--- config.mk ---
export PLATFORM = sky130hd
export DESIGN_NAME = uart_cmd_scheduler
export DESIGN_NICKNAME = d
export VERILOG_FILES = /design/src/rtl/uart_cmd_scheduler.sv
export SDC_FILE = /design/constraint.sdc
export NUM_CORES = 1
export LEC_CHECK = 0
export ABC_AREA = 1
export BUFFER_PORTS_ARGS = -buffer_cell sky130_fd_sc_hd__buf_2
export CAP_MARGIN = 20
export CORE_MARGIN = 8
export CORE_UTILIZATION = 55
export DETAILED_ROUTE_END_ITERATION = 12
export GPL_TIMING_DRIVEN = 0
export PLACE_DENSITY_LB_ADDON = 0.2
export SYNTH_ARGS = -nofsm -noshare
export SYNTH_HDL_FRONTEND = slang
export SYNTH_SLANG_ARGS = --single-unit
--- constraint.sdc ---
create_clock -name clk -period 1.5 [get_ports clk]
set_input_delay 0.075 -clock clk [delete_from_list [all_inputs] [get_ports clk]]
set_output_delay 0.075 -clock clk [all_outputs]
set_load 0.01 [all_outputs]
--- src/rtl/uart_cmd_scheduler.sv ---
// Command controller for the up-counter: merges button pulses and UART command
// bytes, drives run/clear through a STOP/RUN/CLEAR FSM and schedules TX replies.
module uart_cmd_scheduler #(
   parameter int CLR_CYCLES = 4
) (
   input  logic       clk,
   input  logic       reset,
   input  logic [7:0] i_rx_data,
   input  logic       i_rx_done,
   input  logic       i_btn_run,
   input  logic       i_btn_clr,
   input  logic       i_tx_busy,
   output logic       o_tx_start,
   output logic [7:0] o_tx_data,
   output logic       o_run_on,
   output logic       o_clr_on,
   output logic       o_cmd_err
);

   typedef enum logic [1:0] {
      ST_STOP  = 2'd0,
      ST_RUN   = 2'd1,
      ST_CLEAR = 2'd2
   } t_state;

   localparam logic [7:0] LP_CLR_LOAD = 8'(CLR_CYCLES - 1);

   t_state     r_state;
   t_state     w_next;
   logic       r_pend_valid;
   logic [7:0] r_pend_data;
   logic       r_rep_valid;
   logic [7:0] r_rep_data;
   logic [7:0] r_clr_cnt;
   logic       r_tx_start;
   logic [7:0] r_tx_data;
   logic       r_cmd_err;

   logic       w_tx_fire;
   logic       w_btn_take;
   logic       w_uart_take;
   logic       w_uart_err;
   logic [7:0] w_reply;

   // A UART byte may be consumed when the reply slot frees in the same cycle.
   always_comb begin
      w_tx_fire   = r_rep_valid && !i_tx_busy && !r_tx_start;
      w_btn_take  = (r_state != ST_CLEAR) && (i_btn_run || i_btn_clr);
      w_uart_take = r_pend_valid && (r_state != ST_CLEAR) && !w_btn_take &&
                    (!r_rep_valid || w_tx_fire);
   end

   always_comb begin
      w_reply    = 8'h45;
      w_uart_err = 1'b0;
      case (r_pend_data)
         8'h72:   w_reply = (r_state == ST_RUN) ? 8'h53 : 8'h52;
         8'h73:   w_reply = 8'h53;
         8'h63: begin
            if (r_state == ST_RUN) w_uart_err = 1'b1;
            else                   w_reply    = 8'h43;
         end
         8'h3F:   w_reply = (r_state == ST_RUN) ? 8'h52 : 8'h53;
         default: w_uart_err = 1'b1;
      endcase
   end

   always_ff @(posedge clk or posedge reset) begin
      if (reset) r_state <= ST_STOP;
      else       r_state <= w_next;
   end

   always_comb begin
      w_next = r_state;
      case (r_state)
         ST_STOP: begin
            if (i_btn_run)        w_next = ST_RUN;
            else if (i_btn_clr)   w_next = ST_CLEAR;
            else if (w_uart_take) begin
               if (r_pend_data == 8'h72)      w_next = ST_RUN;
               else if (r_pend_data == 8'h63) w_next = ST_CLEAR;
            end
         end
         ST_RUN: begin
            if (i_btn_run) w_next = ST_STOP;
            else if (w_uart_take && (r_pend_data == 8'h72 || r_pend_data == 8'h73))
               w_next = ST_STOP;
         end
         ST_CLEAR: begin
            if (r_clr_cnt == '0) w_next = ST_STOP;
         end
         default: w_next = ST_STOP;
      endcase
   end

   always_comb begin
      o_run_on = (r_state == ST_RUN);
      o_clr_on = (r_state == ST_CLEAR);
   end

   always_ff @(posedge clk or posedge reset) begin
      if (reset) begin
         r_pend_valid <= 1'b0;
         r_pend_data  <= '0;
         r_rep_valid  <= 1'b0;
         r_rep_data   <= '0;
         r_clr_cnt    <= '0;
         r_tx_start   <= 1'b0;
         r_tx_data    <= '0;
         r_cmd_err    <= 1'b0;
      end else begin
         if (i_rx_done && !r_pend_valid) begin
            r_pend_valid <= 1'b1;
            r_pend_data  <= i_rx_data;
         end else if (w_uart_take) begin
            r_pend_valid <= 1'b0;
         end

         if (w_uart_take) begin
            r_rep_valid <= 1'b1;
            r_rep_data  <= w_reply;
         end else if (w_tx_fire) begin
            r_rep_valid <= 1'b0;
         end

         r_tx_start <= w_tx_fire;
         if (w_tx_fire) r_tx_data <= r_rep_data;

         if (r_state != ST_CLEAR && w_next == ST_CLEAR)
            r_clr_cnt <= LP_CLR_LOAD;
         else if (r_state == ST_CLEAR && r_clr_cnt != '0)
            r_clr_cnt <= r_clr_cnt - 8'd1;

         r_cmd_err <= (i_rx_done && r_pend_valid) || (w_uart_take && w_uart_err);
      end
   end

   assign o_tx_start = r_tx_start;
   assign o_tx_data  = r_tx_data;
   assign o_cmd_err  = r_cmd_err;

endmodule

==> impl_metrics.toml <==
[outcome]
run_status = "finished clean"

[critical_path]
crit_type = "reg -> reg"
reg2reg_setup_slack_ps = 60
worstReg2RegStart = "r_clr_cnt[0]"
arrival_ps = 1660
cp_max_fo = 6
rr_worst_depth = 9
startpoint_type = "flop"
worstSetupEndpointType = "flop"
worstPathRequired_ps = 1720
r2r-end = "r_clr_cnt[6]"

[drt]
via_per_inst = 5.00
drt_first_pass_iters = 4
vias = 1360
detail_route.iter0.violations = 48
drc = 0
antenna_left = 0
routedWlPerCell_um = 12.4
wirelength_um = 3380

[global_routing]
grt_usage_pct = 14.8
use_met3_pct = 6.44
grt-busiest-layer = "met2"
grt_overflow_total = 0
grt_pass1_vias = 1418
grtUsageMet1_pct = 15.4
grt_max_degree = 21
grt_pass1_wl_um = 5950
antenna_found_initial = 0
grt_use_met2_pct = 25.3

[clocking]
tritoncts = "yes"
cts_root_buf = "clkbuf_4"
clkSinkCount = 32
clk_path_buf_depth = 2
htreeDepth = 2
cts_buffers = 5
worstSkewPairLatency_ps = 330
clk_transition_reported_paths_ps = 90

[synthesis]
synth_area_sq_um = 1560
postSynthCellCount = 192
yosys.area.top_type = "dfrtp_1"
ys.warnings.count = 0
synthDistinctLibCells = 26
synth.area.top_cells = "dfrtp_1, nand2_1, inv_1"
synth.yosys.seq_area_share_pct = 51.2
avgSynthCellArea_sq_um = 8.15
synth_top_area_share_pct = 51.2
ys_ff_latch = 32

[floorplanning]
fp.dieW_um = 69.3
dieArea_sq_um = 4810
row_count = 19
start_util_pct = 57.2
ios = 26
dieHeight_um = 69.3
coreArea_sq_um = 2730

[job]
maxCapViolCount = 0

[cells_and_area]
diodes = 0
nFillCells = 230
area_growth_pct = 28.1
drive_above_1_share_pct = 26.6
final_cell_mix = "nand2_1, dfrtp_1, inv_1"
final_common_cell = "nand2_1"
layout.nets = 256
fin_area_sq_um = 2000
final_core_util_pct = 73.3

[pwr]
total_power_mw = 3.48
max-vdd-ir-drop_mv = 1.28
p_leak_nw = 1.07
powerDensity_nw_per_um2 = 1740

[sta]
holdWs_ps = 65.9
fmax_mhz = 696
layout_min_cycle_time_ps = 1440
finClkSkew_ps = 4.77
min_period_over_period_pct = 95.8
final_hold_viol_count = 0
maxSlewViolCount = 0
worst_pin_slew_ps = 578
slew-limit-headroom_pct = 61.4
setup_viol = 0

[hold_path]
min_path_type = "in -> reg"
hp-start = "i_btn_clr"
hold_path_end = "r_rep_valid"
whs_path_depth = 4

[place]
gp_congestion = 0.860
place_area_sq_um = 1750
dp_hpwl_um = 2410
io_buffers = 22
synthesized netlist by cell type (all sizes together):
master	number
xor2	2
nand4	4
xnor2	2
clkbuf	1
mux2	3
conb	1
ha	1
buf	4
o211ai	1
o21a	1
nand2	52
a21oi	8
nand3	16
inv	29
nor3	3
nor2	26
dfrtp	32
o21ai	6
sequential cells by signal (all words and copies together), names as in the netlist:
signal	count
r_rep_data	5
o_tx_start	1
r_pend_data	8
r_rep_valid	1
o_cmd_err	1
r_pend_valid	1
o_tx_data	5
r_clr_cnt	8
r_state	2
worst max path at each step:
stage / to / cells past startpoint / slack [ps] / startpoint
after floorplan: r_clr_cnt[6] / 9 / 160 / r_clr_cnt[0]
after global placement: r_clr_cnt[2] / 8 / -0.6 / r_clr_cnt[0]
after detailed placement: r_clr_cnt[5] / 9 / -60 / r_clr_cnt[0]
after CTS: r_clr_cnt[5] / 10 / 8 / r_clr_cnt[0]
after global routing: r_clr_cnt[7] / 6 / -20 / r_clr_cnt[0]
final: r_clr_cnt[6] / 9 / 60 / r_clr_cnt[0]
critical path, cell delays in order, from the launching register on:
cell and delay, ps:
dfrtp_1 410, inv_1 120, ha_4 170, nand3_2 100, inv_2 90, nand2_2 90, nand2_4 110, nor2_1 60
xnor2_1 130, nor2_1 50
what timing repair did:
action | in CTS | in global routing
gates cloned | 0 | 0
hold buffers | 10 | 0
endpoints found under the setup margin | 3 | 10
hold endpoints to repair | 21 | 0
buffers inserted | 1 | 6
pin swaps | 0 | 3
gates resized for setup | 2 | 13
cells by family after synthesis:
family | count (synthesis) | synth area share [%]
AND/OR/NAND/NOR | 101 | 28.2
buffers and inverters | 34 | 9.52
XOR/XNOR | 4 | 2.24
adder cells (fa/ha/maj) | 1 | 0.800
flip-flops | 32 | 51.2
AO/OA/AOI/OAI | 16 | 5.68
multiplexers | 3 | 2.16
other | 1 | 0.240
metrics by stage:
stage          setup WS, ps  TNS, ps  instances
4_1_cts                7.66        0        266
5_1_grt               -17.0    -40.1        272
3_3_place_gp         -0.602   -0.602        247
2_1_floorplan           157        0        194
3_5_place_dp          -58.9     -126        248
6_report               63.5        0        272
layer usage:
metal	wire length (um)	up-vias
li1	-	690
met1	1370	631
met2	1750	32
met3	207	7
met4	52	0
met5	0	-
layout make-up:
cell class | count | area [sq um] | share of cell area [%]
Timing Repair Buffer | 40 | 290 | 14.5
Multi-Input combinational cell | 128 | 678 | 33.9
Inverter | 29 | 111 | 5.56
Buffer | 5 | 37.5 | 1.87
Tap cell | 31 | 38.8 | 1.94
Sequential cell | 32 | 801 | 40.0
Clock inverter | 1 | 5.00 | 0.250
Clock buffer | 6 | 41.3 | 2.06
power by group:
| part | internal [mW] | total (mW) | switching [mW] |
|---|---|---|---|
| Clock | 0.172 | 0.449 | 0.277 |
| Sequential | 1.22 | 1.47 | 0.250 |
| Combinational | 0.660 | 1.56 | 0.901 |
Power figures use the tool's default switching activity.
